### config.mk
export PLATFORM = sky130hd
export DESIGN_NAME = uart_alu_frame_ctrl
export DESIGN_NICKNAME = d
export VERILOG_FILES = /design/src/rtl/uart_alu_pkg.sv /design/src/rtl/uart_alu_frame_ctrl_timeout.sv /design/src/rtl/uart_alu_frame_ctrl.sv
export SDC_FILE = /design/constraint.sdc
export NUM_CORES = 1
export LEC_CHECK = 0
export CELL_PAD_IN_SITES_DETAIL_PLACEMENT = 2
export CELL_PAD_IN_SITES_GLOBAL_PLACEMENT = 2
export CORE_ASPECT_RATIO = 2
export CORE_UTILIZATION = 30
export CTS_CLUSTER_DIAMETER = 30
export DETAILED_ROUTE_END_ITERATION = 8
export GPL_TIMING_DRIVEN = 1
export PLACE_DENSITY_LB_ADDON = 0.1
export SETUP_SLACK_MARGIN = 0.5
export SLEW_MARGIN = 40
export SYNTH_ARGS = -nofsm -noshare
export SYNTH_HDL_FRONTEND = slang
export SYNTH_HIERARCHICAL = 1
export SYNTH_SLANG_ARGS = --single-unit
export TNS_END_PERCENT = 5
### constraint.sdc
create_clock -name i_clk -period 3.12 [get_ports i_clk]
set_input_delay 0.624 -clock i_clk [delete_from_list [all_inputs] [get_ports i_clk]]
set_output_delay 0.624 -clock i_clk [all_outputs]
set_load 0.01 [all_outputs]
### src/rtl/uart_alu_pkg.sv
// Shared definitions for the UART/ALU frame controller:
// supported opcodes, FSM state encoding and the opcode validity check.
package uart_alu_pkg;

  localparam logic [7:0] ADD = 8'h20;
  localparam logic [7:0] SUB = 8'h22;
  localparam logic [7:0] AND = 8'h24;
  localparam logic [7:0] OR  = 8'h25;
  localparam logic [7:0] XOR = 8'h26;
  localparam logic [7:0] SRA = 8'h03;
  localparam logic [7:0] SRL = 8'h02;
  localparam logic [7:0] NOR = 8'h27;

  typedef enum logic [2:0] {
    ST_IDLE  = 3'd0,
    ST_RX_A  = 3'd1,
    ST_RX_B  = 3'd2,
    ST_RX_OP = 3'd3,
    ST_EXEC  = 3'd4,
    ST_TX    = 3'd5
  } state_e;

  // The whole received byte must match one of the supported opcodes.
  function automatic logic is_valid_op(input logic [7:0] op_byte);
    case (op_byte)
      ADD, SUB, AND, OR, XOR, SRA, SRL, NOR: is_valid_op = 1'b1;
      default:                               is_valid_op = 1'b0;
    endcase
  endfunction

endpackage

### src/rtl/uart_alu_frame_ctrl_timeout.sv
// Inter-byte idle timer: loadable down-counter. Reloaded on every pop or
// while not enabled; expires once it has counted down to zero while enabled.
// Only instantiated when UART_ALU_TIMEOUT_EN is defined.
module uart_alu_timeout #(
  parameter int unsigned TIMEOUT_CLKS = 1000000
) (
  input  logic clk_i,
  input  logic rst_ni,
  input  logic load_i,
  input  logic en_i,
  output logic expire_o
);

  localparam int unsigned NB_CNT = (TIMEOUT_CLKS > 2) ? $clog2(TIMEOUT_CLKS) : 1;

  logic [NB_CNT-1:0] cnt_q, cnt_d;

  // Next count: reload on activity or when idle, otherwise count down to zero.
  always_comb begin
    cnt_d = cnt_q;
    if (load_i || !en_i) begin
      cnt_d = NB_CNT'(TIMEOUT_CLKS - 1);
    end else if (cnt_q != '0) begin
      cnt_d = cnt_q - NB_CNT'(1);
    end else begin
      cnt_d = cnt_q;
    end
  end

  // Counter register.
  always_ff @(posedge clk_i or negedge rst_ni) begin
    if (!rst_ni) begin
      cnt_q <= NB_CNT'(TIMEOUT_CLKS - 1);
    end else begin
      cnt_q <= cnt_d;
    end
  end

  assign expire_o = en_i && !load_i && (cnt_q == '0);

endmodule

### src/rtl/uart_alu_frame_ctrl.sv
// Frame controller between UART RX/TX FIFOs (first-word-fall-through) and an ALU.
// RX frame: A (NB_DATA/8 bytes, LSB first), B (same), one opcode byte.
// TX: the ALU result as NB_DATA/8 bytes, LSB first. Unsupported opcodes pulse o_error.
// Optional feature macro: UART_ALU_TIMEOUT_EN (inter-byte timeout of TIMEOUT_CLKS).
module uart_alu_frame_ctrl
  import uart_alu_pkg::*;
#(
  parameter int NB_DATA      = 8,
  parameter int NB_OP        = 6,
  parameter int TIMEOUT_CLKS = 1000000
) (
  input  logic               i_clk,
  input  logic               i_reset,
  input  logic               i_rx_empty,
  input  logic [7:0]         i_rx_data,
  output logic               o_rd_uart,
  input  logic               i_tx_full,
  output logic [7:0]         o_tx_data,
  output logic               o_wr_uart,
  output logic [NB_DATA-1:0] o_alu_a,
  output logic [NB_DATA-1:0] o_alu_b,
  output logic [NB_OP-1:0]   o_alu_op,
  input  logic [NB_DATA-1:0] i_alu_result,
  output logic               o_busy,
  output logic               o_error
);

  localparam int NB_BYTES = NB_DATA / 8;
  localparam int NB_CNT   = (NB_BYTES > 1) ? $clog2(NB_BYTES) : 1;

  state_e             state_q, state_d;
  logic [NB_CNT-1:0]  cnt_q, cnt_d;
  logic [NB_DATA-1:0] a_q, a_d, b_q, b_d, tx_q, tx_d;
  logic [NB_OP-1:0]   op_q, op_d;
  logic               err_q, err_d;
  logic               rd_s, wr_s, last_s, timeout_s;

  assign last_s = (cnt_q == NB_CNT'(NB_BYTES - 1));

`ifdef UART_ALU_TIMEOUT_EN
  logic to_en_s;

  // Timer runs only while waiting for a byte that belongs to a started frame.
  assign to_en_s = ((state_q == ST_RX_A) && (cnt_q != '0)) ||
                   (state_q == ST_RX_B) || (state_q == ST_RX_OP);

  uart_alu_timeout #(
    .TIMEOUT_CLKS (TIMEOUT_CLKS)
  ) u_timeout (
    .clk_i    (i_clk),
    .rst_ni   (i_reset),
    .load_i   (rd_s),
    .en_i     (to_en_s),
    .expire_o (timeout_s)
  );
`else
  logic unused_timeout_cfg_s;
  assign unused_timeout_cfg_s = (TIMEOUT_CLKS > 0);
  assign timeout_s            = 1'b0;
`endif

  // Next-state, byte assembly, TX shifting and FIFO strobes.
  always_comb begin
    state_d = state_q;
    cnt_d   = cnt_q;
    a_d     = a_q;
    b_d     = b_q;
    op_d    = op_q;
    tx_d    = tx_q;
    err_d   = 1'b0;
    rd_s    = 1'b0;
    wr_s    = 1'b0;
    case (state_q)
      ST_IDLE: begin
        if (!i_rx_empty) begin
          state_d = ST_RX_A;
        end else begin
          state_d = ST_IDLE;
        end
      end
      ST_RX_A, ST_RX_B: begin
        if (!i_rx_empty) begin
          rd_s = 1'b1;
          for (int k = 0; k < NB_BYTES; k++) begin
            if (cnt_q == NB_CNT'(k)) begin
              if (state_q == ST_RX_A) begin
                a_d[8*k +: 8] = i_rx_data;
              end else begin
                b_d[8*k +: 8] = i_rx_data;
              end
            end
          end
          if (last_s) begin
            cnt_d   = '0;
            state_d = (state_q == ST_RX_A) ? ST_RX_B : ST_RX_OP;
          end else begin
            cnt_d = cnt_q + NB_CNT'(1);
          end
        end else if (timeout_s) begin
          err_d   = 1'b1;
          cnt_d   = '0;
          state_d = ST_IDLE;
        end else begin
          state_d = state_q;
        end
      end
      ST_RX_OP: begin
        if (!i_rx_empty) begin
          rd_s = 1'b1;
          if (is_valid_op(i_rx_data)) begin
            op_d    = i_rx_data[NB_OP-1:0];
            state_d = ST_EXEC;
          end else begin
            err_d   = 1'b1;
            state_d = ST_IDLE;
          end
        end else if (timeout_s) begin
          err_d   = 1'b1;
          state_d = ST_IDLE;
        end else begin
          state_d = ST_RX_OP;
        end
      end
      ST_EXEC: begin
        tx_d    = i_alu_result;
        cnt_d   = '0;
        state_d = ST_TX;
      end
      ST_TX: begin
        if (!i_tx_full) begin
          wr_s = 1'b1;
          tx_d = tx_q >> 8;
          if (last_s) begin
            cnt_d   = '0;
            state_d = ST_IDLE;
          end else begin
            cnt_d = cnt_q + NB_CNT'(1);
          end
        end else begin
          state_d = ST_TX;
        end
      end
      default: begin
        cnt_d   = '0;
        state_d = ST_IDLE;
      end
    endcase
  end

  // State and datapath registers; reset clears every visible output.
  always_ff @(posedge i_clk or negedge i_reset) begin
    if (!i_reset) begin
      state_q <= ST_IDLE;
      cnt_q   <= '0;
      a_q     <= '0;
      b_q     <= '0;
      op_q    <= '0;
      tx_q    <= '0;
      err_q   <= 1'b0;
    end else begin
      state_q <= state_d;
      cnt_q   <= cnt_d;
      a_q     <= a_d;
      b_q     <= b_d;
      op_q    <= op_d;
      tx_q    <= tx_d;
      err_q   <= err_d;
    end
  end

  assign o_rd_uart = rd_s;
  assign o_wr_uart = wr_s;
  assign o_tx_data = tx_q[7:0];
  assign o_alu_a   = a_q;
  assign o_alu_b   = b_q;
  assign o_alu_op  = op_q;
  assign o_busy    = (state_q != ST_IDLE);
  assign o_error   = err_q;

endmodule

==> results.toml <==
[outcome]
status = "finished clean"

[clock_network]
numCtsBuffers = 5
cts_max_path_buffers = 2
clk_pin_slew_ps = 70
clockRootBuffer = "clkbuf_8"
cts_setup_buffers = 0
cts_htree_levels = 2
cts_tree = "built"
clock_sinks = 34
ctsHoldBuffers = 0
cts_resized = 1
clk_latency_ps = 290

[sta]
hold_violations = 0
finalCriticalPeriod_ps = 2530
max_freq_mhz = 395
tightest_slew_ps = 745
period_share = 0.812
tns_ps = 0
setup_viol = 0
max-slew-margin-rel = 0.501
drv_slew = 0
finClkSkew_ps = 7.22
rsz0062_at_grt = "false"

[power]
leakage_nw = 0.867
power.density_nw_per_um2 = 789
vdd_drop_max_mv = 0.387
total_power_mw = 1.64

[setup_path]
max_stage_delay_ps = 540
cpMostUsedCell = "clkdlybuf4s50_1"
regToRegEndpoint = "o_alu_b[0]$_DFFE_PN0P_"
cp_num_buf_inv = 2
crit_path_end_kind = "output pin"
required_ps = 2500
crit_path_start_kind = "input pin"
critPathMaxFanout = 3
r2r_cells = 2
cp_top_family = "buffers and inverters"
crit_slowest_cell = "clkdlybuf4s50_1"
worstPathCellList = "clkdlybuf4s50_1 -> nand2b_1 -> nor2_1 -> clkdlybuf4s50_1"
reg2reg_from = "state_q[2]$_DFFE_PN0P_"
crit_type = "in2out"
arrival_ps = 1910
r2r_setup_slack_ps = 1320

[job]
maxCapViolCount = 0

[route]
finalWirelength_um = 3680
drc = 0
via_per_inst = 4.83
wl_per_cell_um = 17.7
dr.pass1.iters = 2
vias = 1004
ant_nets = 0
drt_iter0_markers = 1

[floorplan]
core_area_um2 = 4550
die-area_um2 = 5030
die_w_um = 50.7
rows = 35
die_h_um = 99.3
initial_core_util = 0.312
ios = 54

[synth]
ys_top_cells_by_area = "dfrtp_1, mux2_2, a22o_1"
yosys_warnings = 6
syn_area_per_cell_um2 = 14.9
syn_inst = 95
synth-seq-cells = 34
synth_largest_area_cell = "dfrtp_1"
ys_seq_area_frac = 0.599
syn_area_um2 = 1420
netlist.area_leader.share = 0.599
syn-num-nets = 115
ys_types = 21

[placement]
placed_area_um2 = 1980
dp_hpwl_um = 2730
place.gp.congestion = 0.702
portBuffers = 53

[cells_and_area]
area_growth_pct = 46.2
antenna_cells = 0
fin_area_um2 = 2080
drive_above_1_share = 0.216
final_nets = 172

[grt]
grt_pass1_vias = 1178
grt_pass1_wl_um = 6030
grt_max_degree = 35
grt.total_usage = 0.166
antenna_found_initial = 0
overflow = 0

[min_path]
holdPathEnd = "o_alu_op[3]$_DFFE_PN0P_"
min-delay-start = "o_alu_op[3]$_DFFE_PN0P_"
hp-class = "reg2reg"
holdPathStages = 1
[cells in the final DEF (no fill, tap or decap), drive strengths merged, types with 2 or more instances in the layout]
cell type      netlist  routed
a22o                 8       8
and2                 3       3
mux2                20      20
nor2                 4       4
clkbuf               0       6
nand2b               2       2
dfrtp               34      34
clkdlybuf4s50        0      52
nor2b                3       3
nand2                4       4
nor4b                2       2
[where the power goes]
part | switching, mW | internal (mW) | leakage, nW
logic | 0.217 | 0.396 | 0.387
clock network | 0.160 | 0.177 | 0.0472
registers | 0.103 | 0.585 | 0.433
[how the worst max path moves through the flow]
stage / start / endpoint / slack (ps) / depth (start not counted)
after CTS: i_tx_full / o_wr_uart / 570 / 4
after detailed placement: i_rx_empty / o_rd_uart / 460 / 3
after floorplan: i_rx_empty / o_rd_uart / 1460 / 2
final: i_tx_full / o_wr_uart / 590 / 4
after global routing: i_tx_full / o_wr_uart / 520 / 4
after global placement: i_rx_empty / o_rd_uart / 510 / 3
[routing by layer]
layer,share of wire,global-route usage,vias up
met5,0,0,-
met3,0.051,0.0459,6
li1,-,-,454
met4,0.022,0.0833,0
met1,0.35,0.169,508
met2,0.58,0.299,36
[flip-flops by register name, summed over array words and instances (netlist names)]
signal / flops
state_q: 3
o_tx_data: 8
o_alu_a: 8
o_alu_op: 6
o_error: 1
o_alu_b: 8
[cells by family after synthesis]
kind of cell	share of synthesized area
and+or+nand+nor	0.126
AOI/OAI and AO/OA	0.0714
xor gates and xnor gates	0.00617
DFF	0.599
muxes	0.166
buffers and inverters	0.0317
[stage by stage]
stage	utilization	setup WS, ps	hold WS (ps)	instances
CTS	0.456	571	501	208
global route	0.456	518	513	208
finish	0.456	587	498	208
detailed placement	0.435	464	480	200
floorplan	-	1460	328	95
global placement	0.435	510	469	200
[synth_stat cells, drive strengths merged]
library cell,number
nand2,4
nor4b,2
mux2,20
a22o,8
nor2,4
mux2i,1
or3,1
a221oi,1
o211ai,1
nor2b,3
buf,4
o2111ai,1
nand3b,1
nor3,1
nand2b,2
dfrtp,34
nor3b,1
and2,3
and4bb,1
xnor2,1
nor4,1
[worst register-to-register path: stages (launching register included)]
cell and delay [ps]:
dfrtp_1 540, nor4b_4 740, mux2_2 410
[area by class of cell]
class | instances | area [µm²]
multi-input combinational | 57 | 524
clock inverter | 2 | 12.5
tap | 55 | 68.8
clock buffer | 6 | 82.6
timing repair buffer | 54 | 537
fill | 488 | 2480
sequential | 34 | 851
(Power assumes the default switching activity.)
